## config.mk

```make
export PLATFORM = sky130hd
export DESIGN_NAME = rca_accum_ctrl
export DESIGN_NICKNAME = d
export VERILOG_FILES = /design/src/rtl/rca_accum_ctrl.sv
export SDC_FILE = /design/constraint.sdc
export NUM_CORES = 1
export LEC_CHECK = 0
export BUFFER_PORTS_ARGS = -buffer_cell sky130_fd_sc_hd__buf_4
export CAP_MARGIN = 10
export CORE_ASPECT_RATIO = 0.8
export CORE_UTILIZATION = 49
export DETAILED_ROUTE_END_ITERATION = 12
export PLACE_DENSITY = 0.79
export REMOVE_ABC_BUFFERS = 1
export SLEW_MARGIN = 20
export SYNTH_ARGS = -nofsm -noshare
export SYNTH_HDL_FRONTEND = slang
export SYNTH_SLANG_ARGS = --single-unit
```

## constraint.sdc

```tcl
create_clock -name clk -period 3.07 [get_ports clk]
set_clock_uncertainty 0.1 [all_clocks]
set_input_delay 0.307 -clock clk [delete_from_list [all_inputs] [get_ports clk]]
set_output_delay 0.307 -clock clk [all_outputs]
set_load 0.05 [all_outputs]
```

## src/rtl/rca_accum_ctrl.sv

```systemverilog
// Accumulates NUM_OPS operands through an external 16-bit ripple-carry adder and emits one result beat.
// Result is visible the cycle after the last accepted operand; in_ready drops while a result is pending. Optional SAT_EN saturates the sum.
module rca_accum_ctrl #(
  parameter int NUM_OPS = 4,
  parameter int CNT_W   = 8
) (
  input  logic             clk,
  input  logic             rst,
  input  logic             clear,
  input  logic             in_valid,
  output logic             in_ready,
  input  logic [15:0]      in_data,
  output logic [15:0]      add_a,
  output logic [15:0]      add_b,
  output logic             add_cin,
  input  logic [15:0]      add_s,
  input  logic             add_cout,
  output logic             out_valid,
  input  logic             out_ready,
  output logic [15:0]      out_sum,
  output logic [CNT_W-1:0] out_carries,
  output logic             out_ovf
);

  typedef enum logic {ACCUM, DONE} state_t;

  state_t           state;
  logic [15:0]      acc;
  logic [15:0]      acc_upd;
  logic [CNT_W-1:0] op_cnt;
  logic [CNT_W-1:0] carry_cnt;
  logic [CNT_W-1:0] carry_upd;
  logic             last;

  assign add_a   = acc;
  assign add_b   = in_data;
  assign add_cin = 1'b0;

  assign last = (op_cnt == CNT_W'(NUM_OPS - 1));

  // Carry counter sticks at all-ones rather than wrapping back to zero.
  assign carry_upd = (add_cout && (carry_cnt != '1)) ? carry_cnt + CNT_W'(1) : carry_cnt;

`ifdef SAT_EN
  assign acc_upd = (add_cout || (carry_cnt != '0)) ? 16'hFFFF : add_s;
`else
  assign acc_upd = add_s;
`endif

  always_ff @(posedge clk or posedge rst) begin
    if (rst) begin
      state       <= ACCUM;
      acc         <= '0;
      op_cnt      <= '0;
      carry_cnt   <= '0;
      in_ready    <= 1'b1;
      out_valid   <= 1'b0;
      out_sum     <= '0;
      out_carries <= '0;
      out_ovf     <= 1'b0;
    end else begin
      case (state)
        ACCUM: begin
          if (clear) begin
            acc       <= '0;
            op_cnt    <= '0;
            carry_cnt <= '0;
          end else if (in_valid) begin
            if (last) begin
              out_sum     <= acc_upd;
              out_carries <= carry_upd;
              out_ovf     <= (carry_upd != '0);
              acc         <= '0;
              op_cnt      <= '0;
              carry_cnt   <= '0;
              state       <= DONE;
              in_ready    <= 1'b0;
              out_valid   <= 1'b1;
            end else begin
              acc       <= acc_upd;
              op_cnt    <= op_cnt + CNT_W'(1);
              carry_cnt <= carry_upd;
            end
          end
        end
        DONE: begin
          // clear and out_ready both release the result; no operand is taken this cycle.
          if (clear || out_ready) begin
            state     <= ACCUM;
            out_valid <= 1'b0;
            in_ready  <= 1'b1;
          end
        end
        default: begin
          state     <= ACCUM;
          out_valid <= 1'b0;
          in_ready  <= 1'b1;
        end
      endcase
    end
  end

endmodule

```

==> impl_metrics.json <==
{
  "cpMaxStageDelayCell": "or4_4",
  "area_growth_pct": 21.8,
  "grt_pass1_wl_um": 11000,
  "fp.dieW_um": 85.6,
  "routedWlPerCell_um": 16.7,
  "path_clk_slew_ps": 70,
  "syn_inst": 284,
  "maxSlewViolCount": 0,
  "fin_cells": 398,
  "yosys.area.top_type": "dfrtp_1",
  "synth_top_area_share": 0.539,
  "ctsHoldBuffers": 0,
  "worstSetupEndpointType": "flip-flop",
  "cap_violations": 0,
  "cts_max_level": 3,
  "rsz0062_at_grt": "no",
  "dp.cells": 383,
  "grt_max_degree": 61,
  "synth.top_cells.by_count": "77 x nand2_1, 59 x dfrtp_1, 22 x o21ai_0",
  "synth_seq_cells": 60,
  "avgSynthCellArea_sq_um": 9.64,
  "yosys-top-cells-area": "dfrtp_1 54%, nand2_1 11%, a22o_1 5.8%",
  "drc": 0,
  "worstSetupPathType": "flip-flop to flip-flop",
  "critPathArrivalTime_ps": 2730,
  "cp_cell_sequence": "ha_1 -> or4b_4 -> or4_4 -> nor3_2 -> o211ai_1 -> o32a_1",
  "postCtsSetupRepairBufs": 0,
  "min_period_ps": 2610,
  "start_kind": "flip-flop",
  "r2r_slack_ps": 460,
  "critPathMaxFanout": 20,
  "cts_resized": 0,
  "post-route-period-util": 0.849,
  "antenna_left": 0,
  "max_stage_delay_ps": 640,
  "port_buffers": 64,
  "hpwl_um": 4410,
  "finalWirelength_um": 6640,
  "ios": 98,
  "grt_pass1_vias": 2207,
  "antenna_found_initial": 0,
  "rows": 23,
  "cts.sinks": 60,
  "relSlewSlack": 0.489,
  "synth_enable_flop_cells": 0,
  "vias": 2263,
  "fp.dieH_um": 68.9,
  "worst-path-buf-inv": 0,
  "final.setup.tns_ps": 0,
  "cp_data_required_time_ps": 3190,
  "cts_tree": "yes",
  "status": "complete, no violations",
  "p_leak_nw": 1.74,
  "root_buffer": "clkbuf_8",
  "vias_per_cell": 5.69,
  "finalSetupViolations": 0,
  "syn_area_sq_mm": 0.00274,
  "synth-async-reset-ratio": 1.00,
  "drt_first_pass_iters": 4,
  "initial_core_util": 0.529,
  "core_sq_mm": 0.00518,
  "fmax_mhz": 383,
  "gp_congestion": 0.824,
  "peakVddDrop_mv": 0.435,
  "die_area_sq_mm": 0.00589,
  "hold_viol_final": 0,
  "post-synth-top-count-cell": "nand2_1",
  "insertion_delay_ps": 340,
  "tightestPinTransition_ps": 766,
  "diodes": 0,
  "drive_gt1_frac": 0.277,
  "drt_iter0_drc": 205,
  "layout.nets": 372,
  "overflow": 0,
  "path_delay_family": "simple AND/OR/NAND/NOR gates",
  "clockBufferDepth": 2,
  "ys.warnings.count": 0,
  "synth_cell_types": 40,
  "grtUsageTotal": 0.249,
  "synth-seq-area-share": 0.549,
  "p_per_area_mw_per_mm2": 646,
  "holdCritPathClass": "input pin to flip-flop",
  "ys.flop_type": "dfrtp_1",
  "numCtsBuffers": 9
}
[path summary, 6_finish.rpt]
kind / start / to / cells after the start
hold reg to reg: in_ready$_DFFE_PP1P_ / in_ready$_DFFE_PP1P_ / 2
max in group asynchronous: rst / out_ovf$_DFFE_PP0P_ / 3
setup reg to reg: op_cnt[0]$_DFFE_PP0P_ / out_ovf$_DFFE_PP0P_ / 6
hold / removal: add_s[15] / out_sum[15]$_DFFE_PP0P_ / 3
setup / recovery: op_cnt[0]$_DFFE_PP0P_ / out_ovf$_DFFE_PP0P_ / 6
min in group asynchronous: rst / add_a[12]$_DFFE_PP0P_ / 3
[cell families (layout without fill, tap and decap cells)]
logic type	after synthesis	after routing	share of synthesized area
other	1	1	0.00137
buffers and inverters	36	88	0.0759
flip-flops	60	60	0.549
XOR/XNOR	1	1	0.00320
adder cells (fa/ha/maj)	2	2	0.00914
AO/OA/AOI/OAI	65	65	0.161
multiplexers	4	4	0.0155
AND/OR/NAND/NOR	115	115	0.185
[through the flow]
step | hold slack [ps] | worst slack [ps] | total power, mW | instance area (sq um) | util
3_3_place_gp | 347 | 528 | 1.47 | 3140 | 0.607
4_1_cts | 52.0 | 449 | 2.17 | 3330 | 0.644
6_report | 64.7 | 462 | 2.15 | 3330 | 0.644
5_1_grt | 70.3 | 335 | 2.23 | 3330 | 0.644
3_5_place_dp | 349 | 475 | 1.48 | 3140 | 0.607
2_1_floorplan | 312 | 562 | 1.29 | 2540 | -
[final cells by class]
cell class                 instances  area [sq um]
multi-input combinational        188          1030
clock inverter                     5          52.6
clock buffer                      10           138
timing repair buffer              69           518
fill                             431          1850
tap                               62          77.6
sequential                        60          1500
inverter                           4          15.0
[layout by cell type, fill, tap and decap left out, types with 2 or more instances in the layout]
cell / instances
ha_1: 2
nor3b_1: 2
and3_1: 6
inv_1: 2
nand4_1: 3
a31oi_1: 5
buf_4: 69
o21a_1: 2
a22o_1: 18
clkinv_2: 3
mux2_2: 2
clkbuf_8: 10
a21oi_1: 5
mux2i_1: 2
dfrtp_1: 59
nor2_1: 16
nand3_1: 2
o21ai_0: 22
o31ai_1: 5
and4_1: 2
nand2_1: 77
[state kept, by name, summed over array words and instances (netlist names)]
| register | count |
|---|---|
| add_a | 16 |
| carry_cnt | 8 |
| in_ready | 1 |
| op_cnt | 8 |
| out_carries | 8 |
| out_ovf | 1 |
| out_sum | 16 |
| out_valid | 1 |
| state | 1 |
[routing by layer]
layer | GRT usage | part of all wire | up-vias
li1 | - | - | 1056
met1 | 0.324 | 0.44 | 1096
met2 | 0.372 | 0.45 | 105
met3 | 0.124 | 0.11 | 6
met4 | 0.0688 | 0.0099 | 0
met5 | 0 | 0 | -
[worst register-to-register path: cells and delay by family, from the launching register on]
| kind | cells | cell delay (ps) |
|---|---|---|
| flops | 1 | 390 |
| compound gates | 2 | 440 |
| simple gates | 3 | 1330 |
| fa+ha+maj | 1 | 210 |
[report_power, final]
part	switching [mW]	internal (mW)	total (mW)
Clock	0.305	0.388	0.693
Combinational	0.383	0.159	0.542
Sequential	0.0473	0.871	0.918
(Power assumes the default switching activity.)
